## src/rtl/booth_issue_ctrl_if.sv

```systemverilog
// Handshake and multiplier-side signals of the Booth issue/collect stage.
// The slave modport is the controller's view; master is the surrounding environment.
interface booth_issue_ctrl_if;
  logic        in_valid;
  logic        in_ready;
  logic [15:0] in_x;
  logic [15:0] in_y;
  logic        mul_start;
  logic [15:0] mul_x;
  logic [15:0] mul_y;
  logic        mul_busy;
  logic [31:0] mul_z;
  logic        out_valid;
  logic        out_ready;
  logic [31:0] out_z;
  logic        out_err;

  modport slave (
    input  in_valid, in_x, in_y, mul_busy, mul_z, out_ready,
    output in_ready, mul_start, mul_x, mul_y, out_valid, out_z, out_err
  );

  modport master (
    output in_valid, in_x, in_y, mul_busy, mul_z, out_ready,
    input  in_ready, mul_start, mul_x, mul_y, out_valid, out_z, out_err
  );
endinterface

```

## src/rtl/booth_issue_ctrl.sv

```systemverilog
// Issue/collect controller for the 16x16 signed Booth multiplier: operand FIFO,
// single-flight launch FSM, product capture and a watchdog for a hung multiplier.
module booth_issue_ctrl #(
  parameter int DEPTH   = 4,
  parameter int TIMEOUT = 64
) (
  input  logic                    clk,
  input  logic                    rst_n,
  booth_issue_ctrl_if.slave       bus,
  output logic [$clog2(DEPTH):0]  fifo_count
);

  localparam int AW = $clog2(DEPTH);
  localparam int WW = $clog2(TIMEOUT);

  typedef enum logic [2:0] {IDLE, LAUNCH, ARM, RUN, OUT} state_t;

  state_t        state, state_nxt;
  logic [15:0]   x_mem [DEPTH];
  logic [15:0]   y_mem [DEPTH];
  logic [AW-1:0] wr_ptr, rd_ptr;
  logic [AW:0]   count;
  logic [WW-1:0] wdog;
  logic [15:0]   mul_x_q, mul_y_q;
  logic [31:0]   out_z_q;
  logic          out_err_q;
  logic          full, empty, push, pop, capture, timeout, wdog_expired;

  assign full         = (count == (AW+1)'(DEPTH));
  assign empty        = (count == '0);
  assign push         = bus.in_valid && !full;
  assign wdog_expired = (wdog == WW'(TIMEOUT - 1));

  assign bus.in_ready  = !full;
  assign bus.mul_start = (state == LAUNCH);
  assign bus.mul_x     = mul_x_q;
  assign bus.mul_y     = mul_y_q;
  assign bus.out_valid = (state == OUT);
  assign bus.out_z     = out_z_q;
  assign bus.out_err   = out_err_q;
  assign fifo_count    = count;

  always_ff @(posedge clk or negedge rst_n) begin
    if (!rst_n) begin
      state <= IDLE;
    end else begin
      state <= state_nxt;
    end
  end

  // Busy is only looked at from ARM onward, since the multiplier raises it one edge after start.
  always_comb begin
    state_nxt = state;
    pop       = 1'b0;
    capture   = 1'b0;
    timeout   = 1'b0;
    case (state)
      IDLE: begin
        if (!empty) begin
          pop       = 1'b1;
          state_nxt = LAUNCH;
        end
      end
      LAUNCH: state_nxt = ARM;
      ARM: begin
        if (wdog_expired) begin
          timeout   = 1'b1;
          state_nxt = OUT;
        end else if (bus.mul_busy) begin
          state_nxt = RUN;
        end
      end
      RUN: begin
        if (!bus.mul_busy) begin
          capture   = 1'b1;
          state_nxt = OUT;
        end else if (wdog_expired) begin
          timeout   = 1'b1;
          state_nxt = OUT;
        end
      end
      OUT: begin
        if (bus.out_ready) begin
          state_nxt = IDLE;
        end
      end
      default: state_nxt = IDLE;
    endcase
  end

  always_ff @(posedge clk) begin
    if (push) begin
      x_mem[wr_ptr] <= bus.in_x;
      y_mem[wr_ptr] <= bus.in_y;
    end
  end

  always_ff @(posedge clk or negedge rst_n) begin
    if (!rst_n) begin
      wr_ptr <= '0;
      rd_ptr <= '0;
      count  <= '0;
    end else begin
      if (push) begin
        wr_ptr <= wr_ptr + 1'b1;
      end
      if (pop) begin
        rd_ptr <= rd_ptr + 1'b1;
      end
      if (push && !pop) begin
        count <= count + 1'b1;
      end else if (pop && !push) begin
        count <= count - 1'b1;
      end
    end
  end

  // Operands stay on mul_x/mul_y until the next pop; the product is captured as-is.
  always_ff @(posedge clk or negedge rst_n) begin
    if (!rst_n) begin
      mul_x_q   <= '0;
      mul_y_q   <= '0;
      out_z_q   <= '0;
      out_err_q <= 1'b0;
      wdog      <= '0;
    end else begin
      if (pop) begin
        mul_x_q <= x_mem[rd_ptr];
        mul_y_q <= y_mem[rd_ptr];
      end
      if (state == LAUNCH) begin
        wdog <= '0;
      end else if (state == ARM || state == RUN) begin
        wdog <= wdog + 1'b1;
      end
      if (capture) begin
        out_z_q   <= bus.mul_z;
        out_err_q <= 1'b0;
      end else if (timeout) begin
        out_z_q   <= '0;
        out_err_q <= 1'b1;
      end
    end
  end

endmodule

```

## src/flat_wrapper.sv

```systemverilog
// flat-port wrapper written by rule: the top's interface ports become plain ports
module booth_issue_ctrl_flat 
#(
  parameter int DEPTH   = 4,
  parameter int TIMEOUT = 64
)
  (clk, rst_n, fifo_count, bus_in_valid, bus_in_x, bus_in_y, bus_mul_busy, bus_mul_z, bus_out_ready, bus_in_ready, bus_mul_start, bus_mul_x, bus_mul_y, bus_out_valid, bus_out_z, bus_out_err);
  booth_issue_ctrl_if bus_i ();
  input  logic clk;
  input  logic rst_n;
  output logic [$clog2(DEPTH):0] fifo_count;
  input wire logic [$bits(bus_i.in_valid)-1:0] bus_in_valid;
  input wire logic [$bits(bus_i.in_x)-1:0] bus_in_x;
  input wire logic [$bits(bus_i.in_y)-1:0] bus_in_y;
  input wire logic [$bits(bus_i.mul_busy)-1:0] bus_mul_busy;
  input wire logic [$bits(bus_i.mul_z)-1:0] bus_mul_z;
  input wire logic [$bits(bus_i.out_ready)-1:0] bus_out_ready;
  output wire logic [$bits(bus_i.in_ready)-1:0] bus_in_ready;
  output wire logic [$bits(bus_i.mul_start)-1:0] bus_mul_start;
  output wire logic [$bits(bus_i.mul_x)-1:0] bus_mul_x;
  output wire logic [$bits(bus_i.mul_y)-1:0] bus_mul_y;
  output wire logic [$bits(bus_i.out_valid)-1:0] bus_out_valid;
  output wire logic [$bits(bus_i.out_z)-1:0] bus_out_z;
  output wire logic [$bits(bus_i.out_err)-1:0] bus_out_err;
  assign bus_i.in_valid = bus_in_valid;
  assign bus_i.in_x = bus_in_x;
  assign bus_i.in_y = bus_in_y;
  assign bus_i.mul_busy = bus_mul_busy;
  assign bus_i.mul_z = bus_mul_z;
  assign bus_i.out_ready = bus_out_ready;
  assign bus_in_ready = bus_i.in_ready;
  assign bus_mul_start = bus_i.mul_start;
  assign bus_mul_x = bus_i.mul_x;
  assign bus_mul_y = bus_i.mul_y;
  assign bus_out_valid = bus_i.out_valid;
  assign bus_out_z = bus_i.out_z;
  assign bus_out_err = bus_i.out_err;
  booth_issue_ctrl #(.DEPTH(DEPTH), .TIMEOUT(TIMEOUT)) u_core (.clk(clk), .rst_n(rst_n), .bus(bus_i), .fifo_count(fifo_count));
endmodule
```

## config.mk

```make
export PLATFORM = sky130hd
export DESIGN_NAME = booth_issue_ctrl_flat
export DESIGN_NICKNAME = d
export VERILOG_FILES = /design/src/rtl/booth_issue_ctrl_if.sv /design/src/rtl/booth_issue_ctrl.sv /design/src/flat_wrapper.sv
export SDC_FILE = /design/constraint.sdc
export NUM_CORES = 1
export LEC_CHECK = 0
export CAP_MARGIN = 40
export CORE_ASPECT_RATIO = 0.7
export CORE_MARGIN = 2
export CORE_UTILIZATION = 30
export DETAILED_ROUTE_END_ITERATION = 8
export HOLD_SLACK_MARGIN = 0.03
export SYNTH_ARGS = -nofsm -noshare
export SYNTH_HDL_FRONTEND = slang
export SYNTH_SLANG_ARGS = --single-unit
```

## constraint.sdc

```tcl
create_clock -name clk -period 2.9 [get_ports clk]
set_input_delay 0.435 -clock clk [delete_from_list [all_inputs] [get_ports clk]]
set_output_delay 0.435 -clock clk [all_outputs]
set_load 0.03 [all_outputs]
```

==> impl_metrics.tcl, run 1 <==
set metrics [dict create \
    clk_latency_ns 0.50 \
    track_usage 0.122 \
    io_buffers 139 \
    hold_violations 0 \
    max_freq_mhz 364 \
    synth-edff-count 128 \
    report.final.slew_viol_count 0 \
    final.min_clock_period_ns 2.74 \
    pin_count 140 \
    cts_buffers 22 \
    overflow 0 \
    drc 0 \
    start_util 0.306 \
    worstSetupPathType "flip-flop to output pin" \
    stdcell_count 995 \
    syn_inst 462 \
    clkSlewWorstSetupHoldPaths_ns 0.06 \
    ant_nets 0 \
    crit_required_ns 2.47 \
    clkSinkCount 209 \
    synth_commonest_cells "edfxtp_1, dfrtp_1, nand2_1" \
    grt_pass1_vias 4752 \
    antenna_found_initial 1 \
    worst_pin_slew_ns 0.736 \
    yosys_warnings 0 \
    p_per_area_nw_per_um2 1130 \
    cp_top_family "buffers and inverters" \
    syn_area_um2 8180 \
    leakage_uw 0.00391 \
    crit_path_max_fanout 7 \
    slowest_stage "clkdlybuf4s50_1" \
    cts_tree "built" \
    cts_max_level 1 \
    wl_mm 17.2 \
    cts-root-buf "clkbuf_16" \
    die_area_um2 28600 \
    rsz0062_at_grt "false" \
    worst_setup_path_end_kind "output pin" \
    path_buf_inv 2 \
    cts.path.max_buffers 3 \
    holdBufCountCts 1 \
    synthTopCellsByArea "edfxtp_1, dfrtp_1, mux4_2, mux2_4, nand2_1" \
    die_height_um 142 \
    drive_gt1_frac 0.200 \
    grt_max_degree 55 \
    holdWs_ns 0.490 \
    first_iter_violations 186 \
    wl_per_cell_um 17.3 \
    slew_headroom 0.510 \
    crit_arrival_ns 2.31 \
    final_nets 690 \
    cts.repair.resized 0 \
    async_flop_share 0.388 \
    dr.pass1.iters 4 \
    post_cts_buffers 0 \
    status "complete, no violations" \
    dpl.hpwl_mm 11.1 \
    max_stage_delay_ns 0.78 \
    synth_most_common_cell "edfxtp_1" \
    syn_to_final_growth_pct 31.1 \
    p_total_uw 12100 \
    fillers 2478 \
    holdCritPathClass "input port to flip-flop" \
    maxCapViolations 0 \
    ys_ff_latch 209 \
    num_vias 4465 \
    synth.distinct_cells 41 \
    skew_ns 0.00671 \
    synth.avg_cell_area_um2 17.7 \
    synth_top_area_frac 0.470 \
    routed_via_density 4.49 \
    gp_congestion 0.762 \
    grt_pass1_wl_mm 27.3 \
    std_cell_rows 50 \
    synth-main-ff-cell "edfxtp_1" \
    synth-seq-area-share 0.717 \
    ir_drop_mv 0.517 \
    setup_violations 0 \
    fin_setup_tns_ns 0 \
    period_share 0.946 \
    worstSetupStartpointType "flip-flop" \
    die_w_um 201 \
    dp_cells 953 \
    path_cells "inv_1 > nor3_1 > clkdlybuf4s50_1" \
    core_um2 26800 \
    yosysTopAreaCell "edfxtp_1" \
    syn_nets 538 \
]
-- flip-flops by register name, indices dropped and copies added (netlist names) --
signal and cells:
u_core.state 3, u_core.rd_ptr 2, u_core.wr_ptr 2, u_core.bus.out_err 1, u_core.y_mem 64, u_core.wdog 6, u_core.bus.mul_y 16, u_core.bus.out_z 32
u_core.bus.mul_x 16, u_core.fifo_count 3, u_core.x_mem 64
-- metrics by stage --
| step | util | worst slack, ns | area [µm²] |
|---|---|---|---|
| after floorplan | - | 0.535 | 8180 |
| final | 0.401 | 0.156 | 10700 |
| after detailed placement | 0.373 | 0.470 | 9990 |
| after CTS | 0.401 | 0.136 | 10700 |
| after global routing | 0.401 | 0.0353 | 10700 |
| after global placement | 0.373 | 0.513 | 9990 |
-- layout by cell type (no fill, tap or decap), types with 2 or more instances in the layout --
| master | Yosys | final |
|---|---|---|
| a21oi_1 | 5 | 5 |
| and2_2 | 0 | 4 |
| buf_12 | 3 | 5 |
| buf_4 | 0 | 9 |
| bufinv_16 | 0 | 2 |
| clkbuf_1 | 6 | 4 |
| clkbuf_16 | 0 | 23 |
| clkbuf_8 | 0 | 2 |
| clkdlybuf4s50_1 | 0 | 138 |
| clkinv_1 | 0 | 4 |
| clkinv_2 | 0 | 2 |
| clkinvlp_4 | 0 | 2 |
| dfrtp_1 | 81 | 79 |
| dfrtp_2 | 0 | 2 |
| edfxtp_1 | 128 | 128 |
| ha_1 | 6 | 6 |
| inv_1 | 6 | 6 |
| mux2_2 | 6 | 6 |
| mux2_4 | 28 | 28 |
| mux4_2 | 32 | 32 |
| nand2_1 | 68 | 68 |
| nand3_1 | 2 | 2 |
| nor2_1 | 2 | 2 |
| nor3_2 | 3 | 3 |
| o21ai_0 | 30 | 30 |
| o21ai_1 | 5 | 5 |
| o31ai_1 | 2 | 2 |
| or3_1 | 3 | 3 |
| or4_1 | 2 | 2 |
| xnor2_1 | 3 | 3 |
| xor2_1 | 3 | 3 |
-- per-layer routing --
layer	global-route usage	share of wire	vias to the layer above	routed length (µm)
met5	0	0	-	0
met4	0.0368	0.027	0	469
met3	0.0307	0.067	33	1150
met2	0.193	0.44	160	7620
met1	0.165	0.46	2232	8010
li1	-	-	2040	-
-- worst min-delay path, delay by kind of cell --
kind | cells | cell delay (ns)
buf+inv | 1 | 0.40
simple gates | 1 | 0.06
compound gates | 1 | 0.06
-- cell families after synthesis --
logic type	count (synthesis)	synth area share
fa+ha+maj	7	0.0116
flops	209	0.717
simple gates	93	0.0529
xor+xnor	6	0.00642
mux	66	0.148
buf+inv	31	0.0280
compound gates	50	0.0361
-- worst paths after layout --
kind | end | slack, ns | startpoint | cells after the start
min in group asynchronous | u_core.bus.out_z[20]$_DFFE_PN0P_ | 0.55 | rst_n | 2
max in group asynchronous | u_core.state[0]$_DFFE_PN0P_ | 1.65 | rst_n | 3
max | bus_mul_start | 0.16 | u_core.state[0]$_DFFE_PN0P_ | 3
min | u_core.bus.out_z[4]$_DFFE_PN0P_ | 0.49 | bus_mul_z[4] | 3
min reg2reg | u_core.bus.out_err$_DFFE_PN0P_ | 0.49 | u_core.bus.out_err$_DFFE_PN0P_ | 1
max reg2reg | u_core.fifo_count[2]$_DFFE_PN0P_ | 0.77 | u_core.fifo_count[0]$_DFFE_PN0P_ | 9
-- power by group --
part	switching, µW	leakage [µW]	internal (µW)
clock network	1120	0.000350	1680
registers	454	0.00216	4120
logic	2480	0.00140	2270
total	4050	0.00391	8070
-- layout make-up --
class,instances,area (µm²),area share
Tap cell,364,455,0.0424
Antenna cell,1,2.50,0.000233
Multi-Input combinational cell,222,2090,0.195
Clock buffer,29,618,0.0576
Sequential cell,209,5870,0.547
Clock inverter,11,109,0.0101
Timing Repair Buffer,153,1560,0.145
Inverter,6,22.5,0.00210
Note: power is estimated with default switching activity, not from simulation.
==> run 2: changes to the inputs <==
CORE_ASPECT_RATIO = not set   (was 0.7)
==> run 2 against run 1 <==
Count of clock-buffer cells in the layout shrank 1. Global-route usage shrank 0.57 points. Cell count shrank 2.5%. Critical path type unchanged. Flip-flop and latch count is the same.
==> impl_metrics.tcl, run 2 (synthesis gave the netlist of run 1 again) <==
set metrics [dict create \
    status "complete, no violations" \
    cts_max_level 1 \
    antenna_found_initial 0 \
    slowest_stage "clkdlybuf4s50_1" \
    final.min_clock_period_ns 2.71 \
    cts.repair.resized 0 \
    slew_headroom 0.551 \
    num_vias 4421 \
    die_w_um 169 \
    core_um2 26900 \
    n_antenna_cell 0 \
    final_cell_mix "clkdlybuf4s50_1, edfxtp_1, dfrtp_1" \
    worstSetupPathType "flip-flop to output pin" \
    hold_violations 0 \
    cp_top_family "buffers and inverters" \
    routed_via_density 4.56 \
    crit_path_max_fanout 7 \
    rsz0062_at_grt "false" \
    die_height_um 169 \
    gr-usage-met3 0.0275 \
    die_area_um2 28600 \
    first_iter_violations 262 \
    path_buf_inv 2 \
    worstSetupStartpointType "flip-flop" \
    gp_congestion 0.751 \
    worst_setup_path_end_kind "output pin" \
    top_usage_layer "met2" \
    fin_setup_tns_ns 0 \
    reg2reg_from "u_core.fifo_count[0]$_DFFE_PN0P_" \
    leakage_uw 0.00389 \
    skew_ns 0.0115 \
    grt_max_degree 43 \
    dpl.hpwl_mm 10.9 \
    drive_gt1_frac 0.202 \
    crit_arrival_ns 2.28 \
    met2_usage 0.206 \
    startpoint "u_core.state[0]$_DFFE_PN0P_" \
    syn_to_final_growth_pct 30.2 \
    max_stage_delay_ns 0.77 \
    period_share 0.935 \
    cts.path.max_buffers 3 \
    p_per_area_nw_per_um2 1120 \
    clkSinkCount 209 \
    final_common_cell "clkdlybuf4s50_1" \
    wl_mm 16.5 \
    ant_nets 0 \
    crit_required_ns 2.47 \
    overflow 0 \
    final_core_util 0.397 \
    wl_per_cell_um 17.1 \
    final_nets 689 \
    dr.pass1.iters 4 \
    path_cells "inv_1 > nor3_1 > clkdlybuf4s50_1" \
    max_freq_mhz 369 \
    pin_count 140 \
    holdBufCountCts 1 \
    post_cts_buffers 0 \
    cts-root-buf "clkbuf_16" \
    ir_drop_mv 0.314 \
    clk_latency_ns 0.50 \
    worst_pin_slew_ns 0.674 \
    std_cell_rows 60 \
    grt_pass1_vias 4763 \
    grt_pass1_wl_mm 26.1 \
    holdCritPathClass "input port to flip-flop" \
    min_from "bus_mul_z[4]" \
    maxCapViolations 0 \
    setup_violations 0 \
    start_util 0.305 \
    cts_tree "built" \
    io_buffers 139 \
    grtUsageMet1 0.143 \
    report.final.slew_viol_count 0 \
    cts_buffers 23 \
    track_usage 0.116 \
    clkSlewWorstSetupHoldPaths_ns 0.06 \
    drc 0 \
]
==> run 2: cell count changes in the layout (fill, tap and decap cells not counted), sizes merged <==
cell	previous run	this run
bufinv	2	1
clkinvlp	2	4
clkinv	6	8
diode	1	0
inv	7	6
clkbuf	29	28
buf	14	12
==> run 2: final timing paths <==
| path | end | slack [ns] | cells after the start |
|---|---|---|---|
| hold reg to reg | u_core.bus.out_err$_DFFE_PN0P_ | 0.49 | 1 |
| setup / recovery | bus_mul_start | 0.19 | 3 |
| hold / removal | u_core.bus.out_z[4]$_DFFE_PN0P_ | 0.49 | 3 |
| min in group asynchronous | u_core.bus.mul_x[15]$_DFFE_PN0P_ | 0.50 | 2 |
| setup reg to reg | u_core.fifo_count[2]$_DFFE_PN0P_ | 0.75 | 9 |
| max in group asynchronous | u_core.bus.out_z[2]$_DFFE_PN0P_ | 1.79 | 3 |
==> run 2: layer usage <==
| layer | routed length [µm] | part of all wire |
|---|---|---|
| met5 | 0 | 0 |
| met4 | 303 | 0.018 |
| met3 | 1060 | 0.064 |
| met2 | 8320 | 0.50 |
| met1 | 6860 | 0.41 |
==> run 2: layout make-up <==
type	count	area (µm²)
fill	2436	16200
sequential	209	5870
multi-input combinational	222	2090
timing repair buffer	151	1540
clock buffer	28	604
tap	341	427
clock inverter	13	97.6
inverter	6	22.5
==> run 2: worst register-to-register path: stages (launching register included) <==
cell,delay (ns)
dfrtp_1,0.46
nor3_2,0.26
and2b_2,0.25
inv_1,0.05
ha_1,0.18
inv_1,0.06
fa_1,0.37
xor2_1,0.17
nor2_1,0.11
xor2_1,0.17
==> run 2: power by group <==
group / internal, µW / switching, µW
Sequential: 4120 / 573
Clock: 1570 / 1110
Combinational: 2250 / 2310
==> run 2: per-stage QoR <==
step	hold slack, ns	cell area, µm²	std cells	setup WS [ns]	power [µW]
after detailed placement	0.485	9950	928	0.426	9420
after global placement	0.475	9930	927	0.466	9260
final	0.488	10700	970	0.190	11900
after global routing	0.476	10700	970	0.0170	12600
after floorplan	0.139	8180	462	0.535	7790
after CTS	0.466	10700	970	0.162	12200
==> run 3: changes to the inputs <==
SKIP_LAST_GASP = 1   (was not set)
==> results of run 3 <==
No change in the layout: final DEF, timing and power equal those of run 2.
